$ cat config.mk
export PLATFORM = sky130hd
export DESIGN_NAME = wb_io_arbiter_flat
export DESIGN_NICKNAME = d
export VERILOG_FILES = /design/src/rtl/wb_io_arb_pkg.sv /design/src/rtl/wb_io_arbiter_if.sv /design/src/rtl/wb_io_arb_watchdog.sv /design/src/rtl/wb_io_arbiter.sv /design/src/flat_wrapper.sv
export SDC_FILE = /design/constraint.sdc
export NUM_CORES = 1
export LEC_CHECK = 0
export CAP_MARGIN = 20
export CORE_AREA = 2 2 130 132
export DETAILED_ROUTE_END_ITERATION = 7
export DIE_AREA = 0 0 132 134
export PLACE_DENSITY = 0.59
export SYNTH_ARGS = -nofsm -noshare
export SYNTH_HDL_FRONTEND = slang
export SYNTH_SLANG_ARGS = --single-unit
$ cat constraint.sdc
create_clock -name wb_clk_i -period 4.5 [get_ports wb_clk_i]
set_clock_uncertainty 0.15 [all_clocks]
set_input_delay 0.9 -clock wb_clk_i [delete_from_list [all_inputs] [get_ports wb_clk_i]]
set_output_delay 0.9 -clock wb_clk_i [all_outputs]
set_load 0.02 [all_outputs]
$ cat src/rtl/wb_io_arb_pkg.sv
// -----------------------------------------------------------------------------
// wb_io_arb_pkg
// Shared definitions for the two-master IO Wishbone arbiter:
//   - arb_state_e   : arbitration FSM encoding (IDLE / OWN0 / OWN1). The
//                     encoding is one-hot in the owner bits, so a state value
//                     reads directly as a {m1,m0} grant vector.
//   - CTI_*         : Wishbone cycle-type identifiers used by the masters
//   - wd_cnt_width  : width of the watchdog counter for a given timeout
// -----------------------------------------------------------------------------
package wb_io_arb_pkg;

  typedef enum logic [1:0] {
    ST_IDLE = 2'b00,
    ST_OWN0 = 2'b01,
    ST_OWN1 = 2'b10
  } arb_state_e;

  localparam logic [2:0] CTI_CLASSIC = 3'b000;
  localparam logic [2:0] CTI_INCR    = 3'b010;
  localparam logic [2:0] CTI_EOB     = 3'b111;

  // The counter has to hold values 0..TIMEOUT_CYCLES.
  function automatic int unsigned wd_cnt_width(input int unsigned timeout_cycles);
    return $clog2(timeout_cycles + 1);
  endfunction

endpackage

$ cat src/rtl/wb_io_arbiter_if.sv
// -----------------------------------------------------------------------------
// wb_io_arbiter_if
// One Wishbone B4 link (request + response signals).
//   master modport : the side that issues cycles (drives adr..bte)
//   slave  modport : the side that answers (drives dat_r/ack/err/rty)
// Signals:
//   adr[AW]  dat_w[DW]  sel[DW/8]  we  cyc  stb  cti[3]  bte[2]   request
//   dat_r[DW]  ack  err  rty                                      response
// -----------------------------------------------------------------------------
interface wb_io_arbiter_if #(
  parameter int AW = 32,
  parameter int DW = 32
);

  logic [AW-1:0]   adr;
  logic [DW-1:0]   dat_w;
  logic [DW/8-1:0] sel;
  logic            we;
  logic            cyc;
  logic            stb;
  logic [2:0]      cti;
  logic [1:0]      bte;
  logic [DW-1:0]   dat_r;
  logic            ack;
  logic            err;
  logic            rty;

  modport master (
    output adr, dat_w, sel, we, cyc, stb, cti, bte,
    input  dat_r, ack, err, rty
  );

  modport slave (
    input  adr, dat_w, sel, we, cyc, stb, cti, bte,
    output dat_r, ack, err, rty
  );

endinterface

$ cat src/rtl/wb_io_arb_watchdog.sv
// -----------------------------------------------------------------------------
// wb_io_arb_watchdog
// Counts consecutive strobe cycles that receive no slave response and raises
// a one-cycle terminate pulse when the access has hung for TIMEOUT_CYCLES
// strobe cycles. A response arriving in that final cycle wins over the pulse.
// Ports:
//   clk, rst_n    clock / asynchronous active-low reset
//   stb           strobe of the current owner (before any forcing)
//   resp          ack | err | rty from the slave
//   grant_change  arbitration state changes on the next edge
//   timeout       terminate pulse (combinational, this cycle)
// -----------------------------------------------------------------------------
module wb_io_arb_watchdog
  import wb_io_arb_pkg::*;
#(
  parameter int unsigned TIMEOUT_CYCLES = 255
) (
  input  logic clk,
  input  logic rst_n,
  input  logic stb,
  input  logic resp,
  input  logic grant_change,
  output logic timeout
);

  localparam int unsigned       CW       = wd_cnt_width(TIMEOUT_CYCLES);
  localparam logic [CW-1:0]     LAST_CNT = CW'(TIMEOUT_CYCLES - 1);

  logic [CW-1:0] cnt_q;

  // The counter reads LAST_CNT during the TIMEOUT_CYCLES-th strobe cycle.
  assign timeout = stb && !resp && (cnt_q == LAST_CNT);

  // NOTE: state registers use non-blocking assignments so every flop samples
  // values from before the edge, independent of block evaluation order.
  always_ff @(posedge clk or negedge rst_n) begin
    if (!rst_n) begin
      cnt_q <= '0;
    end else if (grant_change || resp || !stb || timeout) begin
      cnt_q <= '0;
    end else begin
      cnt_q <= cnt_q + 1'b1;
    end
  end

endmodule

$ cat src/rtl/wb_io_arbiter.sv
// -----------------------------------------------------------------------------
// wb_io_arbiter
// Two-master round-robin arbiter in front of the IO interconnect's single
// Wishbone master port. Master 0 is the core LSU bridge, master 1 the
// debug/DMA port. Ownership is held for the whole cycle (cyc high), so
// bursts and read-modify-write sequences stay atomic; the owner sees the
// slave's response timing unchanged.
// Optional feature: define WB_IO_ARB_WATCHDOG_EN to add a bus watchdog that
// terminates hung accesses with err after TIMEOUT_CYCLES strobe cycles.
// Ports:
//   wb_clk_i, wb_rst_n_i  bus clock / asynchronous active-low reset
//   wbm0, wbm1            slave modports facing master 0 / master 1
//   wbs                   master modport towards the IO interconnect
//   arb_grant_o[1:0]      one-hot current owner {m1,m0}, 0 when idle
//   arb_timeout_o         one-cycle pulse on watchdog termination
// -----------------------------------------------------------------------------
module wb_io_arbiter
  import wb_io_arb_pkg::*;
#(
  parameter int          AW             = 32,
  parameter int          DW             = 32,
  parameter int unsigned TIMEOUT_CYCLES = 255
) (
  input  logic                    wb_clk_i,
  input  logic                    wb_rst_n_i,
  wb_io_arbiter_if.slave          wbm0,
  wb_io_arbiter_if.slave          wbm1,
  wb_io_arbiter_if.master         wbs,
  output logic [1:0]              arb_grant_o,
  output logic                    arb_timeout_o
);

  arb_state_e state_q, state_d;
  logic       last_owner_q, last_owner_d;   // 0 = m0, 1 = m1
  logic       wd_timeout;

  logic [AW-1:0]   adr_mux;
  logic [DW-1:0]   dat_w_mux;
  logic [DW/8-1:0] sel_mux;
  logic            we_mux;
  logic            cyc_mux;
  logic            stb_mux;
  logic [2:0]      cti_mux;
  logic [1:0]      bte_mux;

  // ---------------------------------------------------------------------------
  // Arbitration FSM. Ownership always passes through IDLE, which gives the
  // one-cycle arbitration latency and guarantees no direct owner-to-owner hop.
  // ---------------------------------------------------------------------------
  always_ff @(posedge wb_clk_i or negedge wb_rst_n_i) begin
    if (!wb_rst_n_i) begin
      state_q      <= ST_IDLE;
      last_owner_q <= 1'b1;       // so m0 wins the first tie after reset
    end else begin
      state_q      <= state_d;
      last_owner_q <= last_owner_d;
    end
  end

  // NOTE: every signal written here gets a default first, so no path leaves
  // it unassigned and no latch is inferred.
  always_comb begin
    state_d      = state_q;
    last_owner_d = last_owner_q;
    case (state_q)
      ST_IDLE: begin
        if (wbm0.cyc && wbm1.cyc) begin
          state_d = last_owner_q ? ST_OWN0 : ST_OWN1;
        end else if (wbm0.cyc) begin
          state_d = ST_OWN0;
        end else if (wbm1.cyc) begin
          state_d = ST_OWN1;
        end
      end
      ST_OWN0: begin
        if (!wbm0.cyc) begin
          state_d      = ST_IDLE;
          last_owner_d = 1'b0;
        end
      end
      ST_OWN1: begin
        if (!wbm1.cyc) begin
          state_d      = ST_IDLE;
          last_owner_d = 1'b1;
        end
      end
      default: state_d = ST_IDLE;
    endcase
  end

  // ---------------------------------------------------------------------------
  // Request mux: the owner drives the interconnect; idle drives zeros.
  // ---------------------------------------------------------------------------
  always_comb begin
    adr_mux   = '0;
    dat_w_mux = '0;
    sel_mux   = '0;
    we_mux    = 1'b0;
    cyc_mux   = 1'b0;
    stb_mux   = 1'b0;
    cti_mux   = CTI_CLASSIC;
    bte_mux   = 2'b00;
    case (state_q)
      ST_OWN0: begin
        adr_mux   = wbm0.adr;
        dat_w_mux = wbm0.dat_w;
        sel_mux   = wbm0.sel;
        we_mux    = wbm0.we;
        cyc_mux   = wbm0.cyc;
        stb_mux   = wbm0.stb;
        cti_mux   = wbm0.cti;
        bte_mux   = wbm0.bte;
      end
      ST_OWN1: begin
        adr_mux   = wbm1.adr;
        dat_w_mux = wbm1.dat_w;
        sel_mux   = wbm1.sel;
        we_mux    = wbm1.we;
        cyc_mux   = wbm1.cyc;
        stb_mux   = wbm1.stb;
        cti_mux   = wbm1.cti;
        bte_mux   = wbm1.bte;
      end
      default: ;
    endcase
  end

  assign wbs.adr   = adr_mux;
  assign wbs.dat_w = dat_w_mux;
  assign wbs.sel   = sel_mux;
  assign wbs.we    = we_mux;
  assign wbs.cti   = cti_mux;
  assign wbs.bte   = bte_mux;
  // A watchdog termination withdraws the access from the slave in the same
  // cycle the owner is handed its err.
  assign wbs.cyc   = cyc_mux && !wd_timeout;
  assign wbs.stb   = stb_mux && !wd_timeout;

  // ---------------------------------------------------------------------------
  // Response routing: only the owner sees slave data and terminations.
  // ---------------------------------------------------------------------------
  assign wbm0.dat_r = (state_q == ST_OWN0) ? wbs.dat_r : '0;
  assign wbm0.ack   = (state_q == ST_OWN0) && wbs.ack;
  assign wbm0.err   = (state_q == ST_OWN0) && (wbs.err || wd_timeout);
  assign wbm0.rty   = (state_q == ST_OWN0) && wbs.rty;

  assign wbm1.dat_r = (state_q == ST_OWN1) ? wbs.dat_r : '0;
  assign wbm1.ack   = (state_q == ST_OWN1) && wbs.ack;
  assign wbm1.err   = (state_q == ST_OWN1) && (wbs.err || wd_timeout);
  assign wbm1.rty   = (state_q == ST_OWN1) && wbs.rty;

  assign arb_grant_o   = state_q;     // encoding doubles as {m1,m0} grant
  assign arb_timeout_o = wd_timeout;

  // ---------------------------------------------------------------------------
  // Optional bus watchdog.
  // ---------------------------------------------------------------------------
`ifdef WB_IO_ARB_WATCHDOG_EN
  wb_io_arb_watchdog #(
    .TIMEOUT_CYCLES (TIMEOUT_CYCLES)
  ) u_watchdog (
    .clk          (wb_clk_i),
    .rst_n        (wb_rst_n_i),
    .stb          (stb_mux),
    .resp         (wbs.ack || wbs.err || wbs.rty),
    .grant_change (state_d != state_q),
    .timeout      (wd_timeout)
  );
`else
  logic unused_timeout_cfg;
  assign unused_timeout_cfg = (TIMEOUT_CYCLES != 0);
  assign wd_timeout         = 1'b0;
`endif

endmodule
$ cat src/flat_wrapper.sv
// flat-port wrapper written by rule: the top's interface ports become plain ports
module wb_io_arbiter_flat import wb_io_arb_pkg::*;
#(
  parameter int          AW             = 32,
  parameter int          DW             = 32,
  parameter int unsigned TIMEOUT_CYCLES = 255
)
  (wb_clk_i, wb_rst_n_i, arb_grant_o, arb_timeout_o, wbm0_adr, wbm0_dat_w, wbm0_sel, wbm0_we, wbm0_cyc, wbm0_stb, wbm0_cti, wbm0_bte, wbm0_dat_r, wbm0_ack, wbm0_err, wbm0_rty, wbm1_adr, wbm1_dat_w, wbm1_sel, wbm1_we, wbm1_cyc, wbm1_stb, wbm1_cti, wbm1_bte, wbm1_dat_r, wbm1_ack, wbm1_err, wbm1_rty, wbs_adr, wbs_dat_w, wbs_sel, wbs_we, wbs_cyc, wbs_stb, wbs_cti, wbs_bte, wbs_dat_r, wbs_ack, wbs_err, wbs_rty);
  wb_io_arbiter_if #(.AW(AW), .DW(DW)) wbm0_i ();
  wb_io_arbiter_if #(.AW(AW), .DW(DW)) wbm1_i ();
  wb_io_arbiter_if #(.AW(AW), .DW(DW)) wbs_i ();
  input  logic wb_clk_i;
  input  logic wb_rst_n_i;
  output logic [1:0] arb_grant_o;
  output logic arb_timeout_o;
  input wire logic [$bits(wbm0_i.adr)-1:0] wbm0_adr;
  input wire logic [$bits(wbm0_i.dat_w)-1:0] wbm0_dat_w;
  input wire logic [$bits(wbm0_i.sel)-1:0] wbm0_sel;
  input wire logic [$bits(wbm0_i.we)-1:0] wbm0_we;
  input wire logic [$bits(wbm0_i.cyc)-1:0] wbm0_cyc;
  input wire logic [$bits(wbm0_i.stb)-1:0] wbm0_stb;
  input wire logic [$bits(wbm0_i.cti)-1:0] wbm0_cti;
  input wire logic [$bits(wbm0_i.bte)-1:0] wbm0_bte;
  output wire logic [$bits(wbm0_i.dat_r)-1:0] wbm0_dat_r;
  output wire logic [$bits(wbm0_i.ack)-1:0] wbm0_ack;
  output wire logic [$bits(wbm0_i.err)-1:0] wbm0_err;
  output wire logic [$bits(wbm0_i.rty)-1:0] wbm0_rty;
  input wire logic [$bits(wbm1_i.adr)-1:0] wbm1_adr;
  input wire logic [$bits(wbm1_i.dat_w)-1:0] wbm1_dat_w;
  input wire logic [$bits(wbm1_i.sel)-1:0] wbm1_sel;
  input wire logic [$bits(wbm1_i.we)-1:0] wbm1_we;
  input wire logic [$bits(wbm1_i.cyc)-1:0] wbm1_cyc;
  input wire logic [$bits(wbm1_i.stb)-1:0] wbm1_stb;
  input wire logic [$bits(wbm1_i.cti)-1:0] wbm1_cti;
  input wire logic [$bits(wbm1_i.bte)-1:0] wbm1_bte;
  output wire logic [$bits(wbm1_i.dat_r)-1:0] wbm1_dat_r;
  output wire logic [$bits(wbm1_i.ack)-1:0] wbm1_ack;
  output wire logic [$bits(wbm1_i.err)-1:0] wbm1_err;
  output wire logic [$bits(wbm1_i.rty)-1:0] wbm1_rty;
  output wire logic [$bits(wbs_i.adr)-1:0] wbs_adr;
  output wire logic [$bits(wbs_i.dat_w)-1:0] wbs_dat_w;
  output wire logic [$bits(wbs_i.sel)-1:0] wbs_sel;
  output wire logic [$bits(wbs_i.we)-1:0] wbs_we;
  output wire logic [$bits(wbs_i.cyc)-1:0] wbs_cyc;
  output wire logic [$bits(wbs_i.stb)-1:0] wbs_stb;
  output wire logic [$bits(wbs_i.cti)-1:0] wbs_cti;
  output wire logic [$bits(wbs_i.bte)-1:0] wbs_bte;
  input wire logic [$bits(wbs_i.dat_r)-1:0] wbs_dat_r;
  input wire logic [$bits(wbs_i.ack)-1:0] wbs_ack;
  input wire logic [$bits(wbs_i.err)-1:0] wbs_err;
  input wire logic [$bits(wbs_i.rty)-1:0] wbs_rty;
  assign wbm0_i.adr = wbm0_adr;
  assign wbm0_i.dat_w = wbm0_dat_w;
  assign wbm0_i.sel = wbm0_sel;
  assign wbm0_i.we = wbm0_we;
  assign wbm0_i.cyc = wbm0_cyc;
  assign wbm0_i.stb = wbm0_stb;
  assign wbm0_i.cti = wbm0_cti;
  assign wbm0_i.bte = wbm0_bte;
  assign wbm0_dat_r = wbm0_i.dat_r;
  assign wbm0_ack = wbm0_i.ack;
  assign wbm0_err = wbm0_i.err;
  assign wbm0_rty = wbm0_i.rty;
  assign wbm1_i.adr = wbm1_adr;
  assign wbm1_i.dat_w = wbm1_dat_w;
  assign wbm1_i.sel = wbm1_sel;
  assign wbm1_i.we = wbm1_we;
  assign wbm1_i.cyc = wbm1_cyc;
  assign wbm1_i.stb = wbm1_stb;
  assign wbm1_i.cti = wbm1_cti;
  assign wbm1_i.bte = wbm1_bte;
  assign wbm1_dat_r = wbm1_i.dat_r;
  assign wbm1_ack = wbm1_i.ack;
  assign wbm1_err = wbm1_i.err;
  assign wbm1_rty = wbm1_i.rty;
  assign wbs_adr = wbs_i.adr;
  assign wbs_dat_w = wbs_i.dat_w;
  assign wbs_sel = wbs_i.sel;
  assign wbs_we = wbs_i.we;
  assign wbs_cyc = wbs_i.cyc;
  assign wbs_stb = wbs_i.stb;
  assign wbs_cti = wbs_i.cti;
  assign wbs_bte = wbs_i.bte;
  assign wbs_i.dat_r = wbs_dat_r;
  assign wbs_i.ack = wbs_ack;
  assign wbs_i.err = wbs_err;
  assign wbs_i.rty = wbs_rty;
  wb_io_arbiter #(.AW(AW), .DW(DW), .TIMEOUT_CYCLES(TIMEOUT_CYCLES)) u_core (.wb_clk_i(wb_clk_i), .wb_rst_n_i(wb_rst_n_i), .wbm0(wbm0_i), .wbm1(wbm1_i), .wbs(wbs_i), .arb_grant_o(arb_grant_o), .arb_timeout_o(arb_timeout_o));
endmodule
# Yosys cells after proc, flatten, opt, wreduce, memory -nomap -nowiden
# Index checks and enable logic that the tools add are counted.
# totals
regBits,3
inputBits,189
out_inout_bits,149
wordCells,38
# classes
n_eq_ne,5
n_mux,20
n_reduce_logical,11
# ops
cell,n
$pmux W32 S2,2
$mux W32,2
$mux W2,6
$pmux W1 S2,4
$pmux W4 S2,1
$logic_and A1 B1 Y1,7
$pmux W2 S3,1
$pmux W3 S2,1
$reduce_and A3 Y1,2
$ne A2 B2 Y1 const B,2
$ne A4 B3 Y1 const B,1
$pmux W2 S2,1
$eq A2 B1 Y1 const B,1
$eq A2 B2 Y1 const B,1
$logic_not A2 Y1,1
$mux W1,2
$reduce_bool A2 Y1,1

# Logic depth before layout (Yosys ltp)
# Gate-level depths: netlist (run 1).
# depth
depth_word,4
mapped_depth,6
ltp_nobuf,5

# Least setup slack after synthesis (run 1)
# No wires, ideal clock.
# synth_timing
path_type,register to output
start,"register u_core.state_q[0], in the netlist u_core.arb_grant_o[0]"
end,output port wbs_adr[0]
arrival_ps,1628
t_required_ps,3450
slack_ps,1822
stages_incl_launch_ff,6
n_path_buf,2
path_cell_list,dfrtp_1 > inv_1 > ha_1 > clkbuf_2 > clkbuf_1 > nor2b_1
# synth_via
elab_chain_cells,2
elab_cells_between_ends,3
cone_classes,2 x eq/ne; 1 x mux
# synth_lines
item,line,text
start: declaration,wb_io_arbiter.sv:33,"arb_state_e state_q, state_d;"
start signal: assignment,wb_io_arbiter.sv:55,state_q <= state_d;
$eq A2 B2 Y1 / $eq A2 B1 Y1 (equally long branches),wb_io_arbiter.sv:103,case (state_q)
$pmux W32 S2 *,wb_io_arbiter.sv:103,
end: declaration,flat_wrapper.sv:40,output wire logic [$bits(wbs_i.adr)-1:0] wbs_adr;
# Mark *: on every way between the ends. The rest lies on a longest branch, timed or not.

# Worst setup path in the final report (run 1)
# layout_timing
start,"register u_core.state_q[1], in the netlist u_core.arb_grant_o[1]"
end,output port wbs_dat_w[12]
# layout_via
elab_chain_cells,2
elab_cells_between_ends,3
cone_classes,2 x eq/ne; 1 x mux
# layout_lines
item,line,text
$eq A2 B2 Y1 / $eq A2 B1 Y1 (equally long branches),wb_io_arbiter.sv:103,
$pmux W32 S2 *,wb_io_arbiter.sv:103,
end: declaration,flat_wrapper.sv:41,output wire logic [$bits(wbs_i.dat_w)-1:0] wbs_dat_w;
# Marked as above.

==> results of run 1 <==
==> where the power goes <==
group | switching, mW | internal (mW) | total (mW)
clock | 0.0234 | 0.117 | 0.140
combinational | 1.32 | 1.29 | 2.62
sequential | 0.0150 | 0.0417 | 0.0567
==> stage by stage <==
step           hold WS (ps)  setup WS, ps  power (mW)  instance area [sq um]    util
2_1_floorplan         454.4          1822       1.511                   1842       -
3_3_place_gp          427.7          1079       2.679                   5421  0.3328
3_5_place_dp          452.8          1040       2.707                   5421  0.3328
4_1_cts               459.9         774.7       2.866                   5500  0.3377
5_1_grt               492.2         686.9       2.986                   5500  0.3377
6_report              466.1         821.5       2.814                   5500  0.3377
==> area by class of cell <==
class                   count  area [sq um]  area share
repair buffers            342          3433      0.6242
multi-input cells         235          1622      0.2948
well taps                 220         275.3     0.05005
clock buffers               4         78.83     0.01433
flip-flops and latches      3         76.32     0.01388
inverters                   4         15.01    0.002730
==> flip-flops by register name, summed over array words and instances, names as in the netlist <==
register / flops
u_core.last_owner_q: 1
u_core.arb_grant_o: 2
==> cells by family (layout without fill, tap and decap cells) <==
| logic type | after synthesis | count (layout) | share of synthesized area |
|---|---|---|---|
| buf+inv | 36 | 350 | 0.08763 |
| fa+ha+maj | 4 | 4 | 0.02717 |
| simple gates | 146 | 146 | 0.4959 |
| flops | 3 | 3 | 0.04144 |
| mux | 1 | 1 | 0.008150 |
| other cells | 1 | 1 | 0.002036 |
| compound gates | 83 | 83 | 0.3376 |
==> worst paths after layout <==
path | end | depth (start not counted) | slack [ps] | start
max | wbs_dat_w[12] | 5 | 820 | u_core.arb_grant_o[1]$_DFFE_PN0P_
min reg2reg | u_core.arb_grant_o[1]$_DFFE_PN0P_ | 1 | 470 | u_core.arb_grant_o[1]$_DFFE_PN0P_
min in group asynchronous | u_core.arb_grant_o[0]$_DFFE_PN0P_ | 1 | 710 | wb_rst_n_i
min | u_core.arb_grant_o[1]$_DFFE_PN0P_ | 1 | 470 | u_core.arb_grant_o[1]$_DFFE_PN0P_
max reg2reg | u_core.last_owner_q$_DFFE_PN1P_ | 6 | 2170 | u_core.arb_grant_o[0]$_DFFE_PN0P_
max in group asynchronous | u_core.last_owner_q$_DFFE_PN1P_ | 1 | 3280 | wb_rst_n_i
==> per-layer routing <==
metal	part of all wire	track usage
met5	0	0
met4	0.0054	0.02053
met1	0.37	0.1359
met3	0.095	0.04157
met2	0.53	0.2590
==> synth_stat cells <==
cell	instances
buf_2	14
dfstp_2	1
ha_1	4
a21boi_0	1
clkbuf_1	15
o21ai_1	2
o21ai_0	1
and2_1	70
dfrtp_1	2
nor2b_1	76
inv_1	4
mux2_4	1
clkbuf_2	1
conb_1	1
a22oi_2	1
buf_4	2
a32o_1	1
o2111ai_1	1
a22oi_1	75
a21oi_1	1
==> cell usage in the layout, fill, tap and decap left out, drive strengths merged <==
cell type	n
clkdlybuf4s50	336
nor2b	76
a22oi	76
and2	70
buf	6
inv	4
clkbuf	4
ha	4
o21ai	3
dfrtp	2
mux2	1
a21oi	1
a32o	1
a21boi	1
o2111ai	1
conb	1
dfstp	1
==> impl_metrics.py, run 1 <==
metrics = {
    "outcome": {
        "outcome": "completed",
    },
    "critical_path": {
        "criticalPathCategory": "reg2out",
        "worstPathRequired_ps": 3450,
        "path_max_fanout": 38,
        "worst_path_max_delay_cell": "clkdlybuf4s50_1",
        "cp_top_family": "buffers and inverters",
        "cp_num_buf_inv": 3,
        "critPathMaxStageDelay_ps": 650,
        "critPathCaptureType": "output port",
        "critical_path_arrival_ps": 2630,
        "cp-start-kind": "flop",
        "cp_cell_sequence": "inv_1 -> ha_2 -> buf_4 -> nor2b_1 -> clkdlybuf4s50_1",
    },
    "yosys": {
        "synth_seq_cells": 3,
        "ys_seq_area_frac": 0.04144,
        "syn_avg_cell_area_sq_um": 6.722,
        "post_synth_main_area_contributors": "a22oi_1 (31%), nor2b_1 (26%), and2_1 (24%)",
        "synth_warnings": 0,
        "synthCells": 274,
        "netlist_area_sq_um": 1842,
        "synth.largest_area_cell": "a22oi_1",
        "yosysTopAreaCellShare": 0.3057,
        "yosysUniqueCellTypes": 20,
        "synth_fp_nets": 467,
    },
    "drt": {
        "drt_wl_total_microns": 12890,
        "drcViolationCount": 0,
        "postRouteAntennaNets": 0,
        "drt_pass1_iterations": 4,
        "num_vias": 3232,
        "via_per_inst": 4.000,
        "drtIter0Drc": 88,
        "avgRoutedWirePerCell_microns": 15.95,
    },
    "cts": {
        "cts.sinks": 3,
        "cts_hold_buf": 0,
        "postCtsSetupRepairBufs": 0,
        "clk_pin_slew_worst_paths_ps": 30,
        "cts_buffers": 3,
        "clock_latency_ps": 220,
        "ctsResizeCount": 0,
        "cts_max_level": 1,
        "clockRootBuffer": "clkbuf_16",
        "cts_buffer_depth": 2,
        "cts_tree": "yes",
    },
    "finish": {
        "fillerInstances": 1691,
        "fin_cells": 808,
        "nets": 782,
        "diodes": 0,
        "area_growth_pct": 198.6,
        "drive_above_1_share": 0.02551,
    },
    "min_path": {
        "min-delay-path-class": "reg2reg",
    },
    "global_route": {
        "antenna_found_initial": 0,
        "grt-ovfl-total": 0,
        "grt_usage": 0.1307,
        "grt_max_degree": 56,
        "grt_pass1_vias": 3329,
        "grt_pass1_wl_microns": 18460,
    },
    "sta": {
        "slew_viol_final": 0,
        "period_minus_slack_ps": 3679,
        "period_share": 0.8174,
        "timing.setup.tns_ps": 0,
        "final_hold_viol_count": 0,
        "setup_viol": 0,
        "max_freq_mhz": 271.8,
        "rsz0062_at_grt": "no",
        "worst_pin_slew_ps": 535.4,
        "slew_headroom": 0.6431,
    },
    "die": {
        "num_rows": 47,
        "die_w_microns": 132,
        "dieArea_sq_um": 17690,
        "start_util": 0.1131,
        "fp.dieH_microns": 134,
        "coreArea_sq_um": 16290,
        "ios": 338,
    },
    "place": {
        "dp_hpwl_microns": 10770,
        "dp.cells": 804,
        "gp_congestion": 0.7840,
        "portBuffers": 336,
    },
    "pwr": {
        "leakagePower_nw": 1.855,
        "vdd_drop_max_mv": 0.1802,
        "power_density_nw_per_um2": 511.6,
    },
    "run": {
        "maxCapViolCount": 0,
    },
}
(Power assumes the default switching activity.)
==> inputs of run 2 (changes only) <==
CORE_AREA = 2 2 132 134   (was 2 2 130 132)
DIE_AREA = 0 0 134 136   (was 0 0 132 134)
PLACE_DENSITY = 0.6   (was 0.59)
clock period = 3.3 ns   (was 4.5 ns; I/O delays follow)
==> impl_metrics.py, run 2 (same netlist as run 1, synthesis figures left out) <==
metrics = {
    "pwr": {
        "leakagePower_nw": 1.858,
        "power_density_nw_per_um2": 693.7,
        "vdd_drop_max_mv": 0.3633,
    },
    "drt": {
        "via_per_inst": 4.009,
        "num_vias": 3259,
        "drtIter0Drc": 74,
        "drcViolationCount": 0,
        "avgRoutedWirePerCell_microns": 14.38,
        "drt_wl_total_microns": 11690,
        "drt_pass1_iterations": 4,
        "postRouteAntennaNets": 0,
    },
    "critical_path": {
        "worstRegToRegCells": 6,
        "cp_cell_sequence": "inv_1 -> ha_2 -> buf_12 -> a22oi_1 -> nor2b_1 -> clkdlybuf4s50_1",
        "cp_num_buf_inv": 3,
        "critPathCaptureType": "output port",
        "critPathMaxStageDelay_ps": 640,
        "criticalPathCategory": "reg2out",
        "worstPathRequired_ps": 2490,
        "critical_path_arrival_ps": 2310,
        "cp_top_family": "buffers and inverters",
        "worst_path_max_delay_cell": "clkdlybuf4s50_1",
        "path_depth": 6,
        "cp-start-kind": "flop",
        "path_max_fanout": 76,
    },
    "cts": {
        "clockRootBuffer": "clkbuf_16",
        "clk_pin_slew_worst_paths_ps": 30,
        "cts_buffer_depth": 2,
        "cts_hold_buf": 0,
        "cts_tree": "yes",
        "cts_buffers": 3,
        "postCtsSetupRepairBufs": 0,
        "ctsResizeCount": 0,
        "cts.sinks": 3,
        "cts_max_level": 1,
        "clock_latency_ps": 220,
    },
    "finish": {
        "fillerInstances": 1717,
        "largest_register_ffs": 2,
        "final_core_util": 0.3270,
        "area_growth_pct": 199.7,
        "nets": 782,
        "design_area_sq_um": 5519,
        "diodes": 0,
        "layout.cells.most_common_list": "clkdlybuf4s50_1 (336), nor2b_1 (76), a22oi_1 (75), and2_1 (70), inv_1 (4)",
        "final_common_cell": "clkdlybuf4s50_1",
        "drive_above_1_share": 0.02551,
    },
    "global_route": {
        "use_met1": 0.1245,
        "grt_busiest_layer": "met2",
        "grt_use_met3": 0.03803,
        "grt_max_degree": 77,
        "grt_pass1_vias": 3359,
        "antenna_found_initial": 0,
        "grt_usage": 0.1144,
        "grt_pass1_wl_microns": 17190,
        "grt-ovfl-total": 0,
        "grt_util_met2": 0.2205,
    },
    "place": {
        "dp_hpwl_microns": 9514,
        "portBuffers": 336,
        "gp_congestion": 0.7252,
        "place_ws_ps": 392.0,
        "place_area_sq_um": 5440,
    },
    "die": {
        "dieArea_sq_um": 18220,
        "num_rows": 48,
        "die_w_microns": 134,
        "start_util": 0.1091,
        "ios": 338,
        "fp.dieH_microns": 136,
        "coreArea_sq_um": 16880,
    },
    "sta": {
        "rsz0062_at_grt": "no",
        "max_freq_mhz": 320.4,
        "final_hold_viol_count": 0,
        "timing.setup.tns_ps": 0,
        "layout_setup_ws_ps": 178.7,
        "period_share": 0.9459,
        "setup_viol": 0,
        "slew_viol_final": 0,
        "period_minus_slack_ps": 3121,
    },
    "min_path": {
        "min-delay-path-class": "reg2reg",
        "hold_depth": 1,
    },
    "outcome": {
        "outcome": "completed",
    },
    "run": {
        "maxCapViolCount": 0,
    },
}
## run 2: cell types whose count changed in the layout (fill, tap and decap cells not counted)
cell / before / now
buf_12: 2 / 3
buf_4: 4 / 3
## run 2: routing by layer
layer	vias up	share of wire
met4	0	0.0023
li1	1584	-
met5	-	0
met3	2	0.12
met2	214	0.51
met1	1459	0.37
## run 2: area by class of cell
type / count / area (sq um) / area share
clock buffer: 4 / 78.83 / 0.01428
inverter: 4 / 15.01 / 0.002720
multi-input combinational: 235 / 1622 / 0.2938
sequential: 3 / 76.32 / 0.01383
tap: 225 / 281.5 / 0.05101
timing repair buffer: 342 / 3446 / 0.6243
## run 2: power by group
part           switching (mW)  total, mW  leakage, nW  internal, mW
Sequential             0.0197     0.0767       0.0362        0.0569
Clock                  0.0299      0.189       0.0382         0.159
Combinational            1.80       3.56         1.78          1.76
Total                    1.85       3.83         1.86          1.98
## run 2: through the flow
| stage | std cells | power [mW] | hold slack, ps |
|---|---|---|---|
| floorplan | 274 | 2.060 | 214.4 |
| global placement | 809 | 3.657 | 444.0 |
| detailed placement | 809 | 3.680 | 448.2 |
| CTS | 813 | 3.891 | 454.7 |
| global route | 813 | 4.098 | 463.9 |
| finish | 813 | 3.828 | 443.7 |
## run 2: worst paths after layout
| kind | start | end | slack [ps] |
|---|---|---|---|
| max | u_core.arb_grant_o[0]$_DFFE_PN0P_ | wbs_dat_w[5] | 180 |
| max in group asynchronous | wb_rst_n_i | u_core.last_owner_q$_DFFE_PN1P_ | 2310 |
| max reg2reg | u_core.arb_grant_o[0]$_DFFE_PN0P_ | u_core.last_owner_q$_DFFE_PN1P_ | 1350 |
| min reg2reg | u_core.arb_grant_o[1]$_DFFE_PN0P_ | u_core.arb_grant_o[1]$_DFFE_PN0P_ | 440 |
| min | u_core.arb_grant_o[1]$_DFFE_PN0P_ | u_core.arb_grant_o[1]$_DFFE_PN0P_ | 440 |
| min in group asynchronous | wb_rst_n_i | u_core.arb_grant_o[1]$_DFFE_PN0P_ | 470 |
